$ cat src/rtl/anc_pkg.sv
// Shared types for the ANC sample sequencer: FSM state encoding and the
// registered per-cycle pulse bundle driven towards the datapath stages.
package anc_pkg;

    typedef enum logic [2:0] {
        IDLE  = 3'd0,
        W_DC  = 3'd1,
        W_LP  = 3'd2,
        W_ERR = 3'd3,
        W_LMS = 3'd4,
        W_FIR = 3'd5
    } seq_state_t;

    localparam int ANC_TIMEOUT_DEFAULT = 2048;

    typedef struct packed {
        logic dc;
        logic lp;
        logic err;
        logic lms;
        logic fir;
        logic out_valid;
        logic bypass;
    } seq_pulse_t;

endpackage

$ cat src/rtl/stage_watchdog.sv
// Per-stage watchdog: counts cycles spent waiting on one stage and flags
// expiry once the count reaches TIMEOUT_CYCLES-1.
module stage_watchdog #(
    parameter int TIMEOUT_CYCLES = 2048,
    parameter int TIMEOUT_W      = 12
) (
    input  logic clk,
    input  logic rst,
    input  logic clr,
    input  logic en,
    output logic expired
);

    localparam logic [TIMEOUT_W-1:0] LIMIT = TIMEOUT_W'(TIMEOUT_CYCLES - 1);

    logic [TIMEOUT_W-1:0] cnt;

    always_ff @(posedge clk or posedge rst) begin
        if (rst)
            cnt <= '0;
        else if (clr)
            cnt <= '0;
        else if (en && !expired)
            cnt <= cnt + 1'b1;
    end

    assign expired = en && (cnt == LIMIT);

endmodule

$ cat src/rtl/anc_pipeline_sequencer.sv
// Per-sample scheduler for the ANC datapath: issues each stage's start pulse in
// order, with a per-stage watchdog, dropped-strobe counting and bypass/freeze modes.
module anc_pipeline_sequencer
    import anc_pkg::*;
#(
    parameter int TIMEOUT_CYCLES = ANC_TIMEOUT_DEFAULT,
    parameter int TIMEOUT_W      = 12,
    parameter int OVR_W          = 8
) (
    input  logic             clk_in,
    input  logic             rst_in,
    input  logic             sample_ready_in,
    input  logic             nc_on_in,
    input  logic             adapt_en_in,
    input  logic             status_clr_in,
    output logic             dc_ready_out,
    input  logic             dc_done_in,
    output logic             lp_ready_out,
    input  logic             lp_done_in,
    output logic             err_ready_out,
    input  logic             err_done_in,
    output logic             lms_ready_out,
    input  logic             lms_done_in,
    output logic             fir_ready_out,
    input  logic             fir_done_in,
    output logic             out_valid_out,
    output logic             bypass_out,
    output logic             busy_out,
    output logic             timeout_out,
    output logic [OVR_W-1:0] overrun_count_out,
    output logic [2:0]       state_out
);

    logic [1:0]       rst_sync;
    logic             rst;
    seq_state_t       state, state_nxt;
    seq_pulse_t       pulse_q, pulse_nxt;
    logic             stage_done;
    logic             wd_expired;
    logic             timeout_set;
    logic             timeout_q;
    logic             ovr_inc;
    logic [OVR_W-1:0] ovr_cnt;

    // Assert immediately, release on the clock so no flop leaves reset mid-edge.
    always_ff @(posedge clk_in or posedge rst_in) begin
        if (rst_in)
            rst_sync <= 2'b11;
        else
            rst_sync <= {rst_sync[0], 1'b0};
    end

    assign rst = rst_sync[1];

    // The done that matters is the one the current state is waiting on; others are ignored.
    always_comb begin
        stage_done = 1'b0;
        case (state)
            W_DC:    stage_done = dc_done_in;
            W_LP:    stage_done = lp_done_in;
            W_ERR:   stage_done = err_done_in;
            W_LMS:   stage_done = lms_done_in;
            W_FIR:   stage_done = fir_done_in;
            default: stage_done = 1'b0;
        endcase
    end

    always_comb begin
        state_nxt   = state;
        pulse_nxt   = '0;
        timeout_set = 1'b0;
        case (state)
            IDLE: if (sample_ready_in) begin
                pulse_nxt.dc = 1'b1;
                state_nxt    = W_DC;
            end
            W_DC: if (stage_done) begin
                pulse_nxt.lp = 1'b1;
                state_nxt    = W_LP;
            end
            W_LP: if (stage_done) begin
                if (!nc_on_in) begin
                    pulse_nxt.out_valid = 1'b1;
                    pulse_nxt.bypass    = 1'b1;
                    state_nxt           = IDLE;
                end else begin
                    pulse_nxt.err = 1'b1;
                    state_nxt     = W_ERR;
                end
            end
            W_ERR: if (stage_done) begin
                if (adapt_en_in) begin
                    pulse_nxt.lms = 1'b1;
                    state_nxt     = W_LMS;
                end else begin
                    pulse_nxt.fir = 1'b1;
                    state_nxt     = W_FIR;
                end
            end
            W_LMS: if (stage_done) begin
                pulse_nxt.fir = 1'b1;
                state_nxt     = W_FIR;
            end
            W_FIR: if (stage_done) begin
                pulse_nxt.out_valid = 1'b1;
                state_nxt           = IDLE;
            end
            default: state_nxt = IDLE;
        endcase
        // A done landing on the expiry cycle still counts as on time.
        if (state != IDLE && !stage_done && wd_expired) begin
            state_nxt   = IDLE;
            timeout_set = 1'b1;
        end
    end

    stage_watchdog #(
        .TIMEOUT_CYCLES (TIMEOUT_CYCLES),
        .TIMEOUT_W      (TIMEOUT_W)
    ) u_watchdog (
        .clk     (clk_in),
        .rst     (rst),
        .clr     (state_nxt != state),
        .en      (state != IDLE),
        .expired (wd_expired)
    );

    always_ff @(posedge clk_in or posedge rst) begin
        if (rst) begin
            state   <= IDLE;
            pulse_q <= '0;
        end else begin
            state   <= state_nxt;
            pulse_q <= pulse_nxt;
        end
    end

    assign ovr_inc = sample_ready_in && (state != IDLE);

    // Set/increment events take priority over a coincident status clear.
    always_ff @(posedge clk_in or posedge rst) begin
        if (rst) begin
            timeout_q <= 1'b0;
            ovr_cnt   <= '0;
        end else begin
            if (timeout_set)
                timeout_q <= 1'b1;
            else if (status_clr_in)
                timeout_q <= 1'b0;

            if (ovr_inc)
                ovr_cnt <= status_clr_in ? OVR_W'(1) : ((&ovr_cnt) ? ovr_cnt : ovr_cnt + 1'b1);
            else if (status_clr_in)
                ovr_cnt <= '0;
        end
    end

    assign dc_ready_out      = pulse_q.dc;
    assign lp_ready_out      = pulse_q.lp;
    assign err_ready_out     = pulse_q.err;
    assign lms_ready_out     = pulse_q.lms;
    assign fir_ready_out     = pulse_q.fir;
    assign out_valid_out     = pulse_q.out_valid;
    assign bypass_out        = pulse_q.bypass;
    assign busy_out          = (state != IDLE);
    assign timeout_out       = timeout_q;
    assign overrun_count_out = ovr_cnt;
    assign state_out         = state;

endmodule
$ cat config.mk
export PLATFORM = sky130hd
export DESIGN_NAME = anc_pipeline_sequencer
export DESIGN_NICKNAME = d
export VERILOG_FILES = /design/src/rtl/anc_pkg.sv /design/src/rtl/stage_watchdog.sv /design/src/rtl/anc_pipeline_sequencer.sv
export SDC_FILE = /design/constraint.sdc
export NUM_CORES = 1
export LEC_CHECK = 0
export ABC_CLOCK_PERIOD_IN_PS = 1750
export BUFFER_PORTS_ARGS = -buffer_cell sky130_fd_sc_hd__buf_2
export CAP_MARGIN = 20
export CORE_ASPECT_RATIO = 1.2
export CORE_MARGIN = 8
export CORE_UTILIZATION = 50
export DETAILED_ROUTE_END_ITERATION = 12
export MAX_ROUTING_LAYER = met4
export PLACE_DENSITY = 0.73
export SETUP_SLACK_MARGIN = 0.2
export SYNTH_ARGS = -nofsm -noshare
export SYNTH_HDL_FRONTEND = slang
export SYNTH_SLANG_ARGS = --single-unit
$ cat constraint.sdc
create_clock -name clk_in -period 1.75 [get_ports clk_in]
set_clock_uncertainty 0.05 [all_clocks]
set_input_delay 0.35 -clock clk_in [delete_from_list [all_inputs] [get_ports clk_in]]
set_output_delay 0.35 -clock clk_in [all_outputs]
set_load 0.005 [all_outputs]
==> flow_metrics.tcl <==
set metrics [dict create \
    status "complete, but fails checks" \
    violated_checks "setup timing" \
    synth.yosys.warnings 0 \
    synth_cells 198 \
    die_height_microns 83.4 \
    dominant_register_cell_in_the_synthesized_netlist "dfrtp_1" \
    crit_family "compound AO/OA/AOI/OAI gates" \
    via_count 1853 \
    startpoint_type_of_the_worst_setup_path "flop" \
    initial_core_util_pct 52.1 \
    worst_slack_ns -0.356 \
    drt-wirelength-per-cell_microns 17.2 \
    required_worst_endpoint_ns 1.92 \
    cts_sinks 33 \
    report.final.hold_viol_count 0 \
    ir_drop_v 0.000921 \
    cellPowerDensity_nw_per_um2 1530 \
    timing.fmax_mhz 475 \
    vias_in_the_first_global_route 1860 \
    final.period_utilization_pct 120 \
    antenna_left 0 \
    remaining_drc_errors 0 \
    portBuffers 30 \
    min_period_ns 2.11 \
    number_of_diodes_added_for_antenna_fixing 0 \
    worst_skew_pair.late_latency_ns 0.29 \
    fillerInstances 216 \
    fp.dieArea_sq_um 6020 \
    coreArea_sq_um 3630 \
    drv_cap 0 \
    synth_sequential_area_ratio_pct 43.8 \
    cts_htree_levels 2 \
    dpl_worst_slack_ns -0.245 \
    crit_buf_inv 1 \
    postSynth.asyncResetShare_pct 100 \
    track_usage_pct 17.9 \
    areaGrowthSynthToFinish_pct 49.8 \
    grt_overflow_total 0 \
    finish.utilization_pct 78.0 \
    grt_antenna_before_repair 0 \
    post_synthesis_register_bit_count 33 \
    worstSetupPathType "reg2reg" \
    total_leakage_power_nw 1.33 \
    timing.critical_path.slowest_stage_cell "dfrtp_1" \
    timing.critical_path.slowest_cell_delay_ns 0.43 \
    final_cell_count_no_fill 332 \
    synth-edff-count 0 \
    tritoncts "done" \
    cts-root-buf "clkbuf_8" \
    largest_area_contributor_in_the_synthesized_netlist "dfrtp_1" \
    place_congestion 0.952 \
    dp.cells 313 \
    synth_nets 212 \
    synth_area_leaders "dfrtp_1 (41%), xor2_1 (5.6%), nand2_1 (4.0%)" \
    unrepaired_setup_endpoints_after_global_routing "true" \
    cp_max_fo 7 \
    setup_tns_ns -4.90 \
    portion_of_synthesized_cell_area_occupied_by_the_leading_cell_type_pct 41.0 \
    clkTransAtPathRegs_ns 0.07 \
    power_mw 4.34 \
    design.portCount 31 \
    route.detailed.vias_per_inst 5.58 \
    nets 293 \
    tritoncts.num_buffers 5 \
    firstDrtPassIters 4 \
    grt_start_max_net_pins 23 \
    critical_path.most_common_cell "a21oi_2" \
    maxSlewViolCount 0 \
    hpwlAfterDp_microns 3500 \
    final.hold.worst_slack_ns 0.0149 \
    timing.final.setup_violations 24 \
    postRouteWirelength_microns 5710 \
    min-delay-path-class "in2async" \
    cp_cell_sequence "ha_4, and2_4, o21ai_4, a21oi_2, a2111oi_2, nand4_1, buf_6, a21oi_2" \
    die_width_microns 72.2 \
    max-clock-path-buffers 2 \
    synth.cell_area_sq_um 1890 \
    number_of_distinct_standard_cells_referenced_by_the_synthesized_netlist 50 \
    global_route_wire_length_before_repair_microns 8450 \
    design_area_sq_um 2830 \
    arrival_ns 2.28 \
    dpl-instance-area_sq_um 2410 \
    syn-mean-instance-area_sq_um 9.55 \
    core.rowCount 24 \
    drive_gt1_share_pct 53.6 \
    drt-initial-drc-count 112 \
    worst_setup_path_end_kind "flop" \
]
[power breakdown]
group / switching [mW] / internal [mW]
Sequential: 0.100 / 0.871
Combinational: 1.41 / 1.38
Clock: 0.301 / 0.274
Total: 1.81 / 2.53
[cells in the mapped netlist, types with 2 or more instances]
library cell	n
a31oi_1	2
ha_1	3
and3_1	4
nor3_1	6
nand3_1	12
a21boi_0	2
nor2_2	10
xnor2_1	4
dfstp_2	2
inv_1	7
nor2_1	11
and4_1	3
and2_1	4
xor2_1	12
o22ai_1	3
buf_6	4
nand2_1	20
nor3b_1	3
nand4_1	7
dfrtp_1	31
or3_1	3
a21oi_1	11
o211ai_1	2
buf_4	3
a211oi_1	2
o21ai_0	3
[cell type report]
type	instances	area, sq um	area share [%]
sequential	33	831	29.3
clock inverter	3	17.5	0.618
inverter	8	30.0	1.06
tap	52	65.1	2.30
clock buffer	5	68.8	2.43
multi-input combinational	148	1190	42.2
timing repair buffer	83	627	22.1
[state kept, by name (all words and copies together) (netlist names)]
register,cells
lms_ready_out,1
out_valid_out,1
rst_sync,2
timeout_out,1
err_ready_out,1
state_out,3
dc_ready_out,1
u_watchdog.cnt,12
fir_ready_out,1
lp_ready_out,1
bypass_out,1
overrun_count_out,8
[timing repair]
action | CTS | global route
setup buffers | 5 | 6
pin swaps | 7 | 16
setup endpoints to repair | 28 | 28
cloned | 0 | 0
hold buffers | 0 | 0
resized for setup | 25 | 35
[routing by layer]
layer	global-route usage (%)	wire, microns	up-vias
li1	-	-	861
met1	21.2	2350	896
met5	-	0	-
met3	3.73	342	22
met4	6.89	184	0
met2	28.6	2820	74
[layout by cell type, fill, tap and decap left out, drive strengths merged, types with 3 or more instances in the layout]
| cell type | count |
|---|---|
| a211oi | 3 |
| a21oi | 11 |
| and2 | 4 |
| and3 | 4 |
| and4 | 3 |
| buf | 83 |
| clkbuf | 5 |
| dfrtp | 31 |
| ha | 3 |
| inv | 8 |
| nand2 | 20 |
| nand3 | 12 |
| nand4 | 7 |
| nor2 | 21 |
| nor3 | 6 |
| nor3b | 4 |
| o21ai | 5 |
| o22ai | 3 |
| or3 | 3 |
| xnor2 | 4 |
| xor2 | 12 |
[worst paths after layout]
kind / startpoint / to / slack (ns) / depth (start not counted)
min in group clk_in: status_clr_in / overrun_count_out[1] / 0.27 / 2
hold reg to reg: rst_sync[1] / err_ready_out / 0.22 / 1
setup reg to reg: state_out[2] / u_watchdog.cnt[1] / -0.36 / 8
max in group asynchronous: rst_sync[1] / state_out[0] / 0.93 / 2
hold / removal: rst_in / rst_sync[1] / 0.01 / 2
setup / recovery: state_out[2] / u_watchdog.cnt[1] / -0.36 / 8
[logic make-up after synthesis]
family	synth area share (%)
DFF	43.8
muxes	0.595
buffers and inverters	5.62
xor gates and xnor gates	7.41
and+or+nand+nor	26.1
adders and majority gates	1.98
AOI/OAI and AO/OA	14.4
other	0.198
Note: power is estimated with default switching activity, not from simulation.
